===== src/rtl/pixel_stream_writer.sv =====
// pixel_stream_writer: raster pixel stream to circular line-store write port, with row/window/frame status.
// Optional STREAM_WRITER_ERR_EN adds a sticky O_SHORT_FRAME_ERR for truncated lines or frames.
module pixel_stream_writer #(
    parameter int P_COLUMNS     = 640,
    parameter int P_ROWS        = 3,
    parameter int P_PIXEL_DEPTH = 24,
    parameter int P_FRAME_LINES = 480
) (
    input  logic                         I_CLK,
    input  logic                         I_RESET,
    input  logic                         I_ENABLE,
    input  logic                         I_FRAME_START,
    input  logic                         I_PIXEL_VALID,
    input  logic [P_PIXEL_DEPTH-1:0]     I_PIXEL,
    input  logic                         I_HOLD,
    output logic                         O_PIXEL_READY,
    output logic [$clog2(P_COLUMNS)-1:0] O_BUF_PIXEL_COL,
    output logic [$clog2(P_ROWS)-1:0]    O_BUF_PIXEL_ROW,
    output logic [P_PIXEL_DEPTH-1:0]     O_BUF_PIXEL,
    output logic                         O_BUF_WRITE_ENABLE,
    output logic                         O_BUF_READ_ENABLE,
    output logic                         O_ROW_DONE,
    output logic                         O_WINDOW_VALID,
`ifdef STREAM_WRITER_ERR_EN
    output logic                         O_SHORT_FRAME_ERR,
`endif
    output logic                         O_FRAME_DONE
);
    localparam int CW = $clog2(P_COLUMNS);
    localparam int RW = $clog2(P_ROWS);
    localparam int FW = $clog2(P_ROWS + 1);
    localparam int LW = $clog2(P_FRAME_LINES + 1);

    typedef enum logic [1:0] {IDLE, FILL, ROW_END, DONE} state_t;

    state_t                   state_q, state_d;
    logic [CW-1:0]            col_q, col_d, buf_col_q, buf_col_d;
    logic [RW-1:0]            row_q, row_d, buf_row_q, buf_row_d;
    logic [FW-1:0]            rows_filled_q, rows_filled_d;
    logic [LW-1:0]            line_cnt_q, line_cnt_d;
    logic [P_PIXEL_DEPTH-1:0] buf_pixel_q, buf_pixel_d;
    logic                     we_q, we_d, row_done_q, row_done_d;
    logic                     window_q, window_d, frame_done_q, frame_done_d;
    logic                     err_q, err_d;
    logic                     accept, last_col, frame_end;

    assign O_PIXEL_READY = (state_q == FILL) & I_ENABLE & ~I_HOLD & ~I_FRAME_START;
    assign accept        = O_PIXEL_READY & I_PIXEL_VALID;
    assign last_col      = col_q == CW'(P_COLUMNS - 1);
    assign frame_end     = line_cnt_q == LW'(P_FRAME_LINES);

    always_comb begin
        state_d       = state_q;
        col_d         = col_q;
        row_d         = row_q;
        rows_filled_d = rows_filled_q;
        line_cnt_d    = line_cnt_q;
        buf_col_d     = buf_col_q;
        buf_row_d     = buf_row_q;
        buf_pixel_d   = buf_pixel_q;
        err_d         = err_q;
        we_d          = 1'b0;
        row_done_d    = 1'b0;
        frame_done_d  = 1'b0;
        if (I_ENABLE && I_FRAME_START) begin
            err_d         = err_q | (((state_q == FILL) || (state_q == ROW_END)) &&
                                     ((col_q != '0) || (line_cnt_q < LW'(P_FRAME_LINES))));
            state_d       = FILL;
            col_d         = '0;
            row_d         = '0;
            rows_filled_d = '0;
            line_cnt_d    = '0;
        end else if (I_ENABLE) begin
            case (state_q)
                IDLE: state_d = IDLE;
                FILL: if (accept) begin
                    buf_col_d   = col_q;
                    buf_row_d   = row_q;
                    buf_pixel_d = I_PIXEL;
                    we_d        = 1'b1;
                    col_d       = last_col ? '0 : col_q + CW'(1);
                    if (last_col) begin
                        row_d         = (row_q == RW'(P_ROWS - 1)) ? '0 : row_q + RW'(1);
                        line_cnt_d    = line_cnt_q + LW'(1);
                        rows_filled_d = (rows_filled_q == FW'(P_ROWS)) ? rows_filled_q : rows_filled_q + FW'(1);
                        row_done_d    = 1'b1;
                        state_d       = ROW_END;
                    end
                end
                ROW_END: begin
                    state_d      = frame_end ? DONE : FILL;
                    frame_done_d = frame_end;
                end
                default: state_d = IDLE;
            endcase
        end
        window_d = rows_filled_d == FW'(P_ROWS);
    end

    always_ff @(posedge I_CLK or posedge I_RESET) begin
        if (I_RESET) begin
            state_q       <= IDLE;
            col_q         <= '0;
            row_q         <= '0;
            rows_filled_q <= '0;
            line_cnt_q    <= '0;
            buf_col_q     <= '0;
            buf_row_q     <= '0;
            buf_pixel_q   <= '0;
            we_q          <= 1'b0;
            row_done_q    <= 1'b0;
            window_q      <= 1'b0;
            frame_done_q  <= 1'b0;
            err_q         <= 1'b0;
        end else begin
            state_q       <= state_d;
            col_q         <= col_d;
            row_q         <= row_d;
            rows_filled_q <= rows_filled_d;
            line_cnt_q    <= line_cnt_d;
            buf_col_q     <= buf_col_d;
            buf_row_q     <= buf_row_d;
            buf_pixel_q   <= buf_pixel_d;
            we_q          <= we_d;
            row_done_q    <= row_done_d;
            window_q      <= window_d;
            frame_done_q  <= frame_done_d;
            err_q         <= err_d;
        end
    end

    assign O_BUF_PIXEL_COL    = buf_col_q;
    assign O_BUF_PIXEL_ROW    = buf_row_q;
    assign O_BUF_PIXEL        = buf_pixel_q;
    assign O_BUF_WRITE_ENABLE = we_q;
    assign O_BUF_READ_ENABLE  = 1'b0;
    assign O_ROW_DONE         = row_done_q;
    assign O_WINDOW_VALID     = window_q;
    assign O_FRAME_DONE       = frame_done_q;
`ifdef STREAM_WRITER_ERR_EN
    assign O_SHORT_FRAME_ERR  = err_q;
`else
    logic unused_err;
    assign unused_err = err_q;
`endif
endmodule


===== config.mk =====
export PLATFORM = sky130hd
export DESIGN_NAME = pixel_stream_writer
export DESIGN_NICKNAME = d
export VERILOG_FILES = /design/src/rtl/pixel_stream_writer.sv
export SDC_FILE = /design/constraint.sdc
export NUM_CORES = 1
export LEC_CHECK = 0
export CORE_MARGIN = 4
export CORE_UTILIZATION = 30
export DETAILED_ROUTE_END_ITERATION = 12
export SKIP_CTS_REPAIR_TIMING = 1
export SLEW_MARGIN = 10
export SYNTH_ARGS = -nofsm -noshare
export SYNTH_HDL_FRONTEND = slang
export SYNTH_SLANG_ARGS = --single-unit

===== constraint.sdc =====
create_clock -name I_CLK -period 2.08 [get_ports I_CLK]
set_clock_uncertainty 0.05 [all_clocks]
set_input_delay 0.312 -clock I_CLK [delete_from_list [all_inputs] [get_ports I_CLK]]
set_output_delay 0.312 -clock I_CLK [all_outputs]
set_load 0.005 [all_outputs]

==> flow_summary.json <==
{
  "fp.dieW_um": 105.8,
  "routed_via_density": 4.658,
  "hold_ws_ns": 0.2242,
  "async_reset_ff_share_pct": 100.0,
  "end_kind": "output pin",
  "required_ns": 1.72,
  "htreeDepth": 3,
  "drt-initial-drc-count": 95,
  "drc_errors": 0,
  "numPortBuffers": 70,
  "dieArea_um2": 11190,
  "tightest_slew_ns": 0.5420,
  "arrival_ns": 1.63,
  "ios": 72,
  "path_class": "reg -> out",
  "max_freq_mhz": 502.2,
  "leakage_nw": 1.929,
  "antenna_cells": 0,
  "peakVddDrop_mv": 0.4360,
  "finalCritPeriodShare_pct": 95.73,
  "fillCellCount": 964,
  "synth_nets": 341,
  "routed_wirelength_um": 6823,
  "final_max_slew_viol_count": 0,
  "hold_path.class": "in -> async",
  "synth.distinct_cells": 41,
  "hold_viol": 0,
  "cts_buffers": 9,
  "maxCapViolations": 0,
  "grt_usage_pct": 13.08,
  "synthCells": 306,
  "grt_pass1_wl_um": 11780,
  "cts-root-buf": "clkbuf_8",
  "firstDrtPassIters": 4,
  "antenna_found_initial": 0,
  "yosysTopAreaCellShare_pct": 56.72,
  "vias": 2450,
  "start_kind": "flop",
  "syn_area_um2": 2868,
  "place.gp.congestion": 0.7408,
  "grt_max_degree": 23,
  "synth.most_common_cell": "nand2_1",
  "dp_hpwl_um": 4915,
  "total_power_mw": 3.645,
  "cts_tree": "built",
  "synthTopCellsByArea": "dfrtp_1, nand2_1, ha_1",
  "fin_crit_ns": 1.991,
  "area_growth_pct": 41.97,
  "synth_edf_count": 0,
  "ys_seq_area_share_pct": 56.72,
  "wl_per_cell_um": 12.97,
  "relSlewSlack_pct": 63.63,
  "synth_area_leader_cell": "dfrtp_1",
  "fp.dieH_um": 105.8,
  "first_global_vias": 2432,
  "clkSlewWorstSetupHoldPaths_ns": 0.07,
  "cts.path.max_buffers": 2,
  "synth_ff_type": "dfrtp_1",
  "rows": 35,
  "clock-sinks": 65,
  "yosysWarnings": 0,
  "start_util_pct": 30.89,
  "cp_max_fo": 6,
  "p_per_area_nw_per_um2": 895.3,
  "avgSynthCellArea_um2": 9.372,
  "grt_overflow_total": 0,
  "insertion_delay_ns": 0.34,
  "ys_seq_elements": 65,
  "status": "complete, no violations",
  "core_um2": 9284,
  "drive_gt1_share_pct": 11.08,
  "grt_setup_unrepaired": "no",
  "finalSetupViolCount": 0,
  "nNetsFinal": 428,
  "drtAntennaViolNets": 0,
  "synth.top_cells.by_count": "nand2_1, dfrtp_1, a21oi_1"
}
-- through the flow --
step           setup TNS (ns)  util (%)  std cells  cell area [um^2]  setup slack, ns
2_1_floorplan               0         -        306              2868          0.09155
3_3_place_gp          -0.3122     41.21        510              3826         -0.07311
3_5_place_dp           -1.108     41.21        510              3826          -0.1460
4_1_cts              -0.08479     43.48        525              4036         -0.08479
5_1_grt                     0     43.85        526              4071         0.005843
6_report                    0     43.85        526              4071          0.08873
-- cell usage in the layout (no fill, tap or decap), types with 2 or more instances in the layout --
cell,synthesis,layout
a21oi_1,12,12
a22o_1,2,2
and2_1,2,2
and3_1,3,3
and3b_1,2,2
buf_12,0,2
buf_4,2,20
bufinv_16,0,2
clkbuf_1,6,2
clkbuf_8,0,10
clkdlybuf4s50_1,0,69
dfrtp_1,65,65
ha_1,5,4
inv_1,11,10
inv_2,1,2
nand2_1,112,112
nand3_1,5,5
nand4_1,6,6
nor2_1,8,8
nor3_1,2,2
nor3b_1,3,2
nor4b_1,2,2
o211ai_1,2,2
o21ai_0,10,10
o21ai_1,2,2
o31ai_1,6,6
or3_1,6,6
or4_1,5,5
xor2_1,3,3
-- power by group --
group / leakage, nW / switching, mW / internal [mW]
Clock: 0.106 / 0.461 / 0.700
Sequential: 0.870 / 0.130 / 1.49
Combinational: 0.953 / 0.319 / 0.545
-- logic make-up after synthesis --
family,Yosys count,share of synthesized area [%]
simple gates,162,26.09
flops,65,56.72
fa+ha+maj,5,2.182
buf+inv,28,4.668
other cells,1,0.1308
compound gates,41,8.988
xor+xnor,4,1.222
-- metal layers --
| layer | vias up | wire length, um | share of wire [%] | GRT usage [%] |
|---|---|---|---|---|
| met5 | - | 0 | 0 | 0 |
| met2 | 59 | 3370 | 49 | 22.09 |
| met1 | 1192 | 2948 | 43 | 15.76 |
| li1 | 1188 | - | - | - |
| met3 | 11 | 402 | 5.9 | 4.287 |
| met4 | 0 | 102 | 1.5 | 4.163 |
-- final timing paths --
path | slack, ns | from | cells after the start | end
setup / recovery | 0.09 | state_q[1]$_DFFE_PP0P_ | 4 | O_PIXEL_READY
hold / removal | 0.22 | I_RESET | 2 | O_WINDOW_VALID$_DFF_PP0_
setup reg to reg | 0.14 | col_q[0]$_DFFE_PP0P_ | 5 | line_cnt_q[6]$_DFFE_PP0P_
hold reg to reg | 0.42 | O_BUF_PIXEL[1]$_DFFE_PP0P_ | 2 | O_BUF_PIXEL[1]$_DFFE_PP0P_
max in group asynchronous | 1.23 | I_RESET | 3 | O_BUF_PIXEL[20]$_DFFE_PP0P_
min in group I_CLK | 0.42 | I_ENABLE | 4 | O_FRAME_DONE$_DFF_PP0_
-- critical path, stage by stage, from the launching register on --
cell and delay (ns):
dfrtp_1 0.38, inv_1 0.09, ha_4 0.16, nor3b_2 0.15
clkdlybuf4s50_1 0.51
-- flip-flops by register name, summed over array words and instances, names as in the netlist --
register / count
O_WINDOW_VALID: 1
col_q: 10
O_FRAME_DONE: 1
O_BUF_WRITE_ENABLE: 1
O_BUF_PIXEL: 24
O_BUF_PIXEL_COL: 10
state_q: 2
O_BUF_PIXEL_ROW: 2
line_cnt_q: 9
row_q: 2
rows_filled_q: 2
O_ROW_DONE: 1
-- area by class of cell --
class                      count  area (um^2)  area share [%]
timing repair buffer          92        893.4           21.94
clock buffer                  12        145.1           3.565
inverter                      12        45.04           1.106
sequential                    65         1627           39.95
clock inverter                 3        65.06           1.598
multi-input combinational    213         1135           27.87
tap                          129        161.4           3.964
(Power assumes the default switching activity.)
